--- src/rtl/regfile_wb_arbiter_if.sv ---
// regfile_wb_arbiter_if: ALU/load write-back requests and register-file write port
interface regfile_wb_arbiter_if #(
  parameter int DATA_W = 32,
  parameter int ADDR_W = 5
);
  logic              alu_valid;
  logic [ADDR_W-1:0] alu_reg;
  logic [DATA_W-1:0] alu_data;
  logic              alu_ready;
  logic              mem_valid;
  logic [ADDR_W-1:0] mem_reg;
  logic [DATA_W-1:0] mem_data;
  logic              mem_ready;
  logic              RegWrite;
  logic [ADDR_W-1:0] Write_Reg;
  logic [DATA_W-1:0] Write_Bus;
  logic              grant_src;
  logic [3:0]        wait_cnt;
  modport master (
    output alu_valid, alu_reg, alu_data, mem_valid, mem_reg, mem_data,
    input  alu_ready, mem_ready, RegWrite, Write_Reg, Write_Bus, grant_src, wait_cnt
  );
  modport slave (
    input  alu_valid, alu_reg, alu_data, mem_valid, mem_reg, mem_data,
    output alu_ready, mem_ready, RegWrite, Write_Reg, Write_Bus, grant_src, wait_cnt
  );
endinterface

--- src/rtl/regfile_wb_arbiter.sv ---
// regfile_wb_arbiter: load-priority arbiter for the register-file write port with ALU starvation guard
module regfile_wb_arbiter #(
  parameter int DATA_W   = 32,
  parameter int ADDR_W   = 5,
  parameter int MAX_WAIT = 3
) (
  input logic clk,
  input logic rst_n,
  regfile_wb_arbiter_if.slave bus
);
  logic alu_go, mem_go;
  logic [3:0] wait_q;
  always_comb begin
    mem_go = rst_n && bus.mem_valid && !(bus.alu_valid && wait_q >= 4'(MAX_WAIT));
    alu_go = rst_n && bus.alu_valid && !mem_go;
  end
  assign bus.alu_ready = alu_go;
  assign bus.mem_ready = mem_go;
  assign bus.wait_cnt  = wait_q;
  // register 0 is hardwired zero: accept the transfer but suppress the write enable
  always_ff @(posedge clk) begin
    if (!rst_n) begin
      bus.RegWrite  <= 1'b0;
      bus.Write_Reg <= '0;
      bus.Write_Bus <= '0;
      bus.grant_src <= 1'b0;
      wait_q        <= '0;
    end else begin
      bus.RegWrite <= (alu_go && bus.alu_reg != '0) || (mem_go && bus.mem_reg != '0);
      if (alu_go || mem_go) begin
        bus.Write_Reg <= mem_go ? bus.mem_reg : bus.alu_reg;
        bus.Write_Bus <= mem_go ? bus.mem_data : bus.alu_data;
        bus.grant_src <= mem_go;
      end
      wait_q <= (alu_go || !bus.alu_valid) ? 4'd0 : (wait_q == 4'd15 ? 4'd15 : wait_q + 4'd1);
    end
  end
endmodule

--- src/flat_wrapper.sv ---
// flat-port wrapper written by rule: the top's interface ports become plain ports
module regfile_wb_arbiter_flat 
#(
  parameter int DATA_W   = 32,
  parameter int ADDR_W   = 5,
  parameter int MAX_WAIT = 3
)
  (clk, rst_n, bus_alu_valid, bus_alu_reg, bus_alu_data, bus_mem_valid, bus_mem_reg, bus_mem_data, bus_alu_ready, bus_mem_ready, bus_RegWrite, bus_Write_Reg, bus_Write_Bus, bus_grant_src, bus_wait_cnt);
  regfile_wb_arbiter_if #(.DATA_W(DATA_W), .ADDR_W(ADDR_W)) bus_i ();
  input logic clk;
  input logic rst_n;
  input wire logic [$bits(bus_i.alu_valid)-1:0] bus_alu_valid;
  input wire logic [$bits(bus_i.alu_reg)-1:0] bus_alu_reg;
  input wire logic [$bits(bus_i.alu_data)-1:0] bus_alu_data;
  input wire logic [$bits(bus_i.mem_valid)-1:0] bus_mem_valid;
  input wire logic [$bits(bus_i.mem_reg)-1:0] bus_mem_reg;
  input wire logic [$bits(bus_i.mem_data)-1:0] bus_mem_data;
  output wire logic [$bits(bus_i.alu_ready)-1:0] bus_alu_ready;
  output wire logic [$bits(bus_i.mem_ready)-1:0] bus_mem_ready;
  output wire logic [$bits(bus_i.RegWrite)-1:0] bus_RegWrite;
  output wire logic [$bits(bus_i.Write_Reg)-1:0] bus_Write_Reg;
  output wire logic [$bits(bus_i.Write_Bus)-1:0] bus_Write_Bus;
  output wire logic [$bits(bus_i.grant_src)-1:0] bus_grant_src;
  output wire logic [$bits(bus_i.wait_cnt)-1:0] bus_wait_cnt;
  assign bus_i.alu_valid = bus_alu_valid;
  assign bus_i.alu_reg = bus_alu_reg;
  assign bus_i.alu_data = bus_alu_data;
  assign bus_i.mem_valid = bus_mem_valid;
  assign bus_i.mem_reg = bus_mem_reg;
  assign bus_i.mem_data = bus_mem_data;
  assign bus_alu_ready = bus_i.alu_ready;
  assign bus_mem_ready = bus_i.mem_ready;
  assign bus_RegWrite = bus_i.RegWrite;
  assign bus_Write_Reg = bus_i.Write_Reg;
  assign bus_Write_Bus = bus_i.Write_Bus;
  assign bus_grant_src = bus_i.grant_src;
  assign bus_wait_cnt = bus_i.wait_cnt;
  regfile_wb_arbiter #(.DATA_W(DATA_W), .ADDR_W(ADDR_W), .MAX_WAIT(MAX_WAIT)) u_core (.clk(clk), .rst_n(rst_n), .bus(bus_i));
endmodule
--- config.mk ---
export PLATFORM = sky130hd
export DESIGN_NAME = regfile_wb_arbiter_flat
export DESIGN_NICKNAME = d
export VERILOG_FILES = /design/src/rtl/regfile_wb_arbiter_if.sv /design/src/rtl/regfile_wb_arbiter.sv /design/src/flat_wrapper.sv
export SDC_FILE = /design/constraint.sdc
export NUM_CORES = 1
export LEC_CHECK = 0
export ABC_AREA = 1
export CAP_MARGIN = 20
export CORE_MARGIN = 4
export CORE_UTILIZATION = 34
export DETAILED_ROUTE_END_ITERATION = 10
export PLACE_DENSITY_LB_ADDON = 0.25
export SLEW_MARGIN = 25
export SYNTH_ARGS = -nofsm -noshare
export SYNTH_HDL_FRONTEND = slang
export SYNTH_SLANG_ARGS = --single-unit
--- constraint.sdc ---
create_clock -name clk -period 1.2 [get_ports clk]
set_input_delay 0.18 -clock clk [delete_from_list [all_inputs] [get_ports clk]]
set_output_delay 0.18 -clock clk [all_outputs]
set_load 0.01 [all_outputs]
; ---- After elaboration in Yosys (flattened, before gate mapping)
; Index checks and enable logic that the tools add are counted.
[word_totals]
register_bits = 43
inputBits = 78
[op_classes]
bitwise = 1
muxes = 3
magnitude_cmp = 1
n_reduce_logical = 16
addsub = 1
eq_ne = 1
[op_table]
columns = op, n
row1 = $mux 32, 1
row2 = $reduce_bool 5->1, 2
row3 = $logic_and 1x1->1, 7
row4 = $mux 5, 1
row5 = $add 4x1->4 const B, 1
row6 = $eq 4x4->1 const B, 1
row7 = $ge 4x2->1 const B, 1
row8 = $mux 4, 1
row9 = $logic_not 1->1, 3
row10 = $logic_or 1x1->1, 3
row11 = $reduce_or 2->1, 1
row12 = $not 1->1, 1

; ---- Logic depth before layout (Yosys ltp)
; Gate-level depths: netlist of the first run.
[depth]
depth_word = 8
depth_mapped = 10
mapped_depth_nobuf = 9

; ---- Least setup slack after synthesis of the first run
; Ideal clock, no wire load.
[synth_timing]
path_type = register to register
from = register u_core.wait_q[0] (netlist: u_core.bus.wait_cnt[0])
to = register u_core.bus.Write_Bus[2]
arrival_time_ns = 1.209
slack_ns = -0.131
n_path_buf = 2
stages_incl_launch_ff = 11
setup_time_ns = 0.122
cell_sequence = dfxtp_1 > ha_1 > inv_1 > nand2_1 > nand2_1 > buf_4 > buf_4 > nand3_1 > nand2_1 > inv_2 > a21oi_2
[synth_via]
elab_chain_cells = 7
word_cells_on_any_way = 8
[synth_lines]
columns = element, line
row1 = from (decl), regfile_wb_arbiter.sv:12  ; logic [3:0] wait_q;
row2 = from (signal assigned), regfile_wb_arbiter.sv:35  ; wait_q <= (alu_go || !bus.alu_valid) ? 4'd0 : (wait_q == 4'd15 ? 4'd15 : wait_q + 4'd1);
row3 = $ge 4x2->1 (*), regfile_wb_arbiter.sv:14  ; mem_go = rst_n && bus.mem_valid && !(bus.alu_valid && wait_q >= 4'(MAX_WAIT));
row4 = $logic_and 1x1->1 (*), regfile_wb_arbiter.sv:14
row5 = $logic_not 1->1 (*), regfile_wb_arbiter.sv:14
row6 = $logic_and 1x1->1 (*), regfile_wb_arbiter.sv:14
row7 = $logic_not 1->1, regfile_wb_arbiter.sv:15  ; alu_go = rst_n && bus.alu_valid && !mem_go;
row8 = $logic_and 1x1->1, regfile_wb_arbiter.sv:15
row9 = $logic_or 1x1->1, regfile_wb_arbiter.sv:30  ; if (alu_go || mem_go) begin
row10 = to (signal assigned), regfile_wb_arbiter.sv:32  ; bus.Write_Bus <= mem_go ? bus.mem_data : bus.alu_data;
row11 = to (decl), regfile_wb_arbiter_if.sv:25  ; output alu_ready, mem_ready, RegWrite, Write_Reg, Write_Bus, grant_src, wait_cnt
; Mark *: on every way between the ends. The rest lies on a longest branch, timed or not.
; A chain may end at the register's enable or synchronous reset.

; ---- Worst setup path in the final report of the first run
[layout_timing]
from = register u_core.wait_q[0] (netlist: u_core.bus.wait_cnt[0])
to = output bus_alu_ready
[layout_via]
elab_chain_cells = 6
[layout_lines]
columns = element, line
row1 = $ge 4x2->1, regfile_wb_arbiter.sv:14
row2 = $logic_and 1x1->1, regfile_wb_arbiter.sv:14
row3 = $logic_not 1->1, regfile_wb_arbiter.sv:14
row4 = $logic_and 1x1->1, regfile_wb_arbiter.sv:14
row5 = $logic_not 1->1, regfile_wb_arbiter.sv:15
row6 = $logic_and 1x1->1, regfile_wb_arbiter.sv:15
row7 = to (decl), flat_wrapper.sv:18  ; output wire logic [$bits(bus_i.alu_ready)-1:0] bus_alu_ready;
; No other way between the ends.

==> metrics, run 1 <==
status=complete, but fails checks; violated checks=negative setup slack; total CTS buffers=5; final wirelength=8146 um; Detail Placement HPWL=4850 um; Max VDD drop=0.4237 mV; CP Data Required Time=1020 ps; drt first pass iters=4; FF-to-FF Start=u_core.bus.wait_cnt[0]; Mapped Cells=318; endpoints failing setup=42; initial antenna violation count=0; Crit path max-delay family=flip-flops; CP endpoint kind=primary output; worst hold start=bus_alu_valid; buffers plus inverters on the worst setup path=3; final core utilization=0.6389; Clk Latency, worst-skew pair=290 ps; worst hold stages=6; clk root buf=clkbuf_8; CP arrival=1290 ps; Die Ht=87.54 um; total congestion overflow=0; ant diodes=0; vias per std cell=4.848; Pins Over Slew Limit=0; power per cell area=937.9 nW/um^2; Routability Congestion=0.7720; H-tree Lvls=2; Rows=28; Yosys warnings=0; reg-to-reg setup timing slack=-250 ps; Initial Util=0.3569; layout cells sized above 1=0.1379; R2R cell count=9; per-cell routed wire length=15.31 um; register area share after synthesis=0.4002; clk buf depth=2; Max Clock Skew=8.858 ps; CP Launch Type=flop; Synth cell types=23; CTS tree=yes; first-pass GRT wire length=11580 um; drc violations=0; fmax=681.7 MHz; Nets=535; Critical Path, Cell by Cell=ha_4 > inv_2 > nand2_2 > nand2_4 > nand2_4 > inv_2 > nor2_2 > buf_2; largest net degree at the start of global routing=38; Fin. Hold Viols=0; slowest stage cell, crit path=dfxtp_4; Leak Pwr=1.954 nW; # IOs=123; minimum clock period=1467 ps; Sink Count=43; Worst Path Max Fanout=3; Seq cells post-synth=43; vias in the first global route=2443; Max-Cap Viols=0; DRT iter0 DRCs=97; CP peak stage delay=370 ps; Clk pin slew, worst setup/hold paths=80 ps; All-Layer GR Usage=0.1882; Hold Buf Count CTS=0; minimum hold slack=371.8 ps; Mapped Area=2151 sq um; Area Overhead vs Synth=79.00%; post-route ant nets=0; fin crit share=1.222; via count=2579; quantity of I/O buffers inserted on ports=122; reg2reg end=u_core.bus.Write_Bus[0]; DIE AREA=7662 sq um; Hold Crit Class=primary input to flop; core area=6026 sq um; Syn Area/Cell=6.764 sq um; RSZ-0062 raised after global routing=yes; Endpoint, Worst Hold=u_core.bus.RegWrite; Die Width=87.54 um; setup ws final=-266.8 ps; kind of critical path=flop to primary output
==> per-layer routing <==
metal	part of all wire	vias to the layer above	global-route usage	routed length [um]
met5	0	-	0	0
met4	0.0023	0	0.02789	19
met3	0.094	4	0.06867	767
met2	0.47	94	0.3096	3855
met1	0.43	1188	0.2418	3503
li1	-	1293	-	-
==> worst min-delay path: stages <==
cell and delay, ps:
dlymetal6s2s_1 160, nand2_4 90, nand2_4 60, inv_2 40, o21ai_0 60, nand2_1 50
==> cell families after synthesis <==
family | synth area share
AO/OA/AOI/OAI | 0.1739
adder cells (fa/ha/maj) | 0.005816
buffers and inverters | 0.1466
flip-flops | 0.4002
other | 0.001744
AND/OR/NAND/NOR | 0.2717
==> worst max-delay path by stage <==
stage          cells after the start                      end  slack, ps                   start
6_report                           8            bus_alu_ready       -270  u_core.bus.wait_cnt[0]
5_1_grt                            8            bus_alu_ready       -350  u_core.bus.wait_cnt[0]
4_1_cts                            8            bus_alu_ready       -290  u_core.bus.wait_cnt[0]
3_5_place_dp                       8            bus_alu_ready       -630                   rst_n
3_3_place_gp                       8            bus_alu_ready       -630                   rst_n
2_1_floorplan                     10  u_core.bus.Write_Bus[2]         -9  u_core.bus.wait_cnt[0]
==> flip-flops by register name, summed over array words and instances (netlist names) <==
name,count
u_core.bus.Write_Bus,32
u_core.bus.wait_cnt,4
u_core.bus.grant_src,1
u_core.bus.Write_Reg,5
u_core.bus.RegWrite,1
==> area by class of cell <==
| cell class | count | area [sq um] |
|---|---|---|
| inverters | 44 | 167.7 |
| repair buffers | 152 | 1597 |
| clock buffers | 7 | 76.32 |
| clock inverters | 1 | 5.005 |
| fillers | 583 | 2176 |
| well taps | 75 | 93.84 |
| multi-input cells | 210 | 1045 |
| flip-flops and latches | 43 | 865.8 |
==> metrics by stage <==
step	setup WS [ps]	instances	TNS [ps]	power, mW	area (sq um)
2_1_floorplan	-9.043	319	-43.58	2.069	2187
3_5_place_dp	-634.4	510	-21700	2.657	3485
4_1_cts	-285.7	523	-9961	3.503	3607
5_1_grt	-347.5	532	-10680	3.816	3850
3_3_place_gp	-631.0	510	-20420	2.644	3485
6_report	-266.8	532	-7846	3.611	3850
==> synth_stat cells <==
| master | count | area share |
|---|---|---|
| a211oi_1 | 2 | 0.0070 |
| a21oi_1 | 36 | 0.084 |
| a21oi_2 | 1 | 0.0041 |
| buf_2 | 8 | 0.019 |
| buf_4 | 5 | 0.017 |
| buf_6 | 3 | 0.016 |
| buf_8 | 1 | 0.0070 |
| clkbuf_1 | 3 | 0.0052 |
| clkbuf_2 | 2 | 0.0047 |
| conb_1 | 1 | 0.0017 |
| dfxtp_1 | 43 | 0.40 |
| ha_1 | 1 | 0.0058 |
| inv_1 | 42 | 0.073 |
| inv_2 | 1 | 0.0017 |
| inv_4 | 1 | 0.0029 |
| nand2_1 | 76 | 0.13 |
| nand2_2 | 2 | 0.0058 |
| nand2_4 | 2 | 0.010 |
| nand3_1 | 48 | 0.11 |
| nor2_1 | 5 | 0.0087 |
| nor3_1 | 1 | 0.0023 |
| o21ai_0 | 29 | 0.067 |
| o21ai_1 | 5 | 0.012 |
==> where the power goes <==
part	leakage (nW)	internal [mW]	switching, mW
registers	0.358	1.54	0.0501
clock network	0.0422	0.409	0.493
logic	1.55	0.610	0.508
==> cells in the final DEF (no fill, tap or decap), drive strengths merged <==
master / synthesis / layout
a211oi: 2 / 2
a21oi: 37 / 37
buf: 17 / 26
bufbuf: 0 / 1
clkbuf: 5 / 15
clkdlybuf4s15: 0 / 1
clkdlybuf4s50: 0 / 76
clkinv: 0 / 1
conb: 1 / 2
dfxtp: 43 / 43
dlygate4sd2: 0 / 39
dlymetal6s2s: 0 / 1
ha: 1 / 1
inv: 44 / 44
nand2: 80 / 80
nand3: 48 / 48
nor2: 5 / 5
nor3: 1 / 1
o21ai: 34 / 34
==> timing repair <==
item	CTS	global route
pin swaps	3	2
gates cloned	2	7
setup endpoints to repair	85	45
setup buffers	3	2
resized for setup	66	20
(Power assumes the default switching activity.)
==> inputs of run 2 (changes only) <==
==> constraint.sdc (replaced) <==
create_clock -name clk -period 1.3 [get_ports clk]
set_input_delay 0.195 -clock clk [delete_from_list [all_inputs] [get_ports clk]]
set_output_delay 0.195 -clock clk [all_outputs]
set_load 0.01 [all_outputs]
==> metrics, run 2 (synthesis gave the netlist of run 1 again) <==
Leak Pwr=1.807 nW; minimum clock period=1526 ps; Max Clock Skew=8.678 ps; Routability Congestion=0.8061; Worst Path Max Fanout=3; clk root buf=clkbuf_8; ant diodes=0; drc violations=0; Detail Placement HPWL=4767 um; minimum hold slack=453.8 ps; vias per std cell=4.718; via count=2458; R2R cell count=9; layout cells sized above 1=0.09417; largest net degree at the start of global routing=41; worst hold start=bus_alu_data[24]; # IOs=123; Nets=524; Max VDD drop=0.4389 mV; reg2reg end=u_core.bus.Write_Bus[21]; total congestion overflow=0; pre-CTS setup slack=-579.9 ps; Clock power frac=0.260; Post-Layout Cell Count=521; P_int=2.273 mW; Rows=28; Clk Latency, worst-skew pair=290 ps; Net Switching=901.8 uW; Area Overhead vs Synth=64.92%; vias in the first global route=2446; share of power burned in registers=0.463; Comb pwr share=0.277; fmax=655.4 MHz; H-tree Lvls=2; Die Width=87.54 um; Hold Buf Count CTS=0; CP Data Required Time=1110 ps; All-Layer GR Usage=0.1793; fin crit share=1.174; RSZ-0062 raised after global routing=yes; Hold Crit Class=primary input to flop; CTS tree=yes; most frequent cells in the layout=clkdlybuf4s50_1, nand2_1, nand3_1; setup ws final=-225.7 ps; Biggest register=u_core.bus.Write_Bus; commonest non-fill, non-tap cell in the layout=clkdlybuf4s50_1; CP arrival=1330 ps; core area=6026 sq um; first-pass GRT wire length=11090 um; post-route ant nets=0; Pins Over Slew Limit=0; FF-to-FF Start=u_core.bus.wait_cnt[1]; quantity of I/O buffers inserted on ports=122; per-cell routed wire length=13.10 um; fillers=601; DRT iter0 DRCs=110; Initial Util=0.3569; kind of critical path=flop to primary output; Clk pin slew, worst setup/hold paths=80 ps; Die Ht=87.54 um; CP Launch Type=flop; CP endpoint kind=primary output; placed instance count=512; DIE AREA=7662 sq um; clk buf depth=2; Endpoint, Worst Hold=u_core.bus.Write_Bus[24]; max FFs per register=32; initial antenna violation count=0; Max-Cap Viols=0; switching part of the total power=0.2841; Final Total Pwr=3.175 mW; final wirelength=6827 um; violated checks=negative setup slack; status=complete, but fails checks; worst hold stages=3; total CTS buffers=5; Fin. Hold Viols=0; power per cell area=895.0 nW/um^2; endpoints failing setup=40; drt first pass iters=4; Sink Count=43; reg-to-reg setup timing slack=-110 ps
## run 2: worst max-delay path: stages (launching register included)
cell and delay [ps]:
dfxtp_2 370, ha_4 140, inv_2 30, nand2_2 50
nand2_2 60, nand2_2 90, inv_2 60, nor2_4 120
buf_6 110
## run 2: worst max path at each step
stage / startpoint / to / slack [ps] / cells after the start
2_1_floorplan: u_core.bus.wait_cnt[0] / u_core.bus.Write_Bus[2] / 2 / 10
4_1_cts: u_core.bus.wait_cnt[0] / bus_alu_ready / -220 / 8
6_report: u_core.bus.wait_cnt[1] / bus_alu_ready / -230 / 8
5_1_grt: u_core.bus.wait_cnt[1] / bus_alu_ready / -310 / 8
3_3_place_gp: rst_n / bus_alu_ready / -560 / 5
3_5_place_dp: rst_n / bus_alu_ready / -580 / 7
## run 2: area by class of cell
class / count / area, sq um / share of cell area
repair buffers: 141 / 1338 / 0.3771
inverters: 44 / 167.7 / 0.04727
well taps: 75 / 93.84 / 0.02646
flip-flops and latches: 43 / 863.3 / 0.2434
multi-input cells: 210 / 1003 / 0.2829
clock buffers: 7 / 76.32 / 0.02152
clock inverters: 1 / 5.005 / 0.001411
## run 2: per-layer routing
metal	track usage	routed length [um]	up-vias
met4	0.03626	23	0
met5	0	0	-
met3	0.06115	638	2
met2	0.3048	3314	86
met1	0.2209	2850	1102
li1	-	-	1268
## run 2: what timing repair did
item,CTS,global route
buffers inserted,0,1
endpoints found under the setup margin,85,42
gates cloned,0,0
pin swaps,0,3
gates resized for setup,60,3
## run 2: metrics by stage
stage / area, sq um / setup TNS [ps] / util
final: 3547 / -2974 / 0.5887
after global routing: 3547 / -7878 / 0.5887
after CTS: 3527 / -3433 / 0.5853
after detailed placement: 3485 / -16930 / 0.5783
after global placement: 3485 / -16060 / 0.5783
after floorplan: 2157 / 0 / -
## run 2: power by group through the flow
| stage | Sequential [mW] | Combinational (mW) | Clock (mW) |
|---|---|---|---|
| 6_report | 1.47 | 0.879 | 0.824 |
| 5_1_grt | 1.49 | 0.978 | 0.918 |
| 4_1_cts | 1.47 | 0.888 | 0.863 |
| 3_5_place_dp | 1.50 | 0.951 | 0 |
| 3_3_place_gp | 1.50 | 0.941 | 0 |
| 2_1_floorplan | 1.55 | 0.348 | 0 |
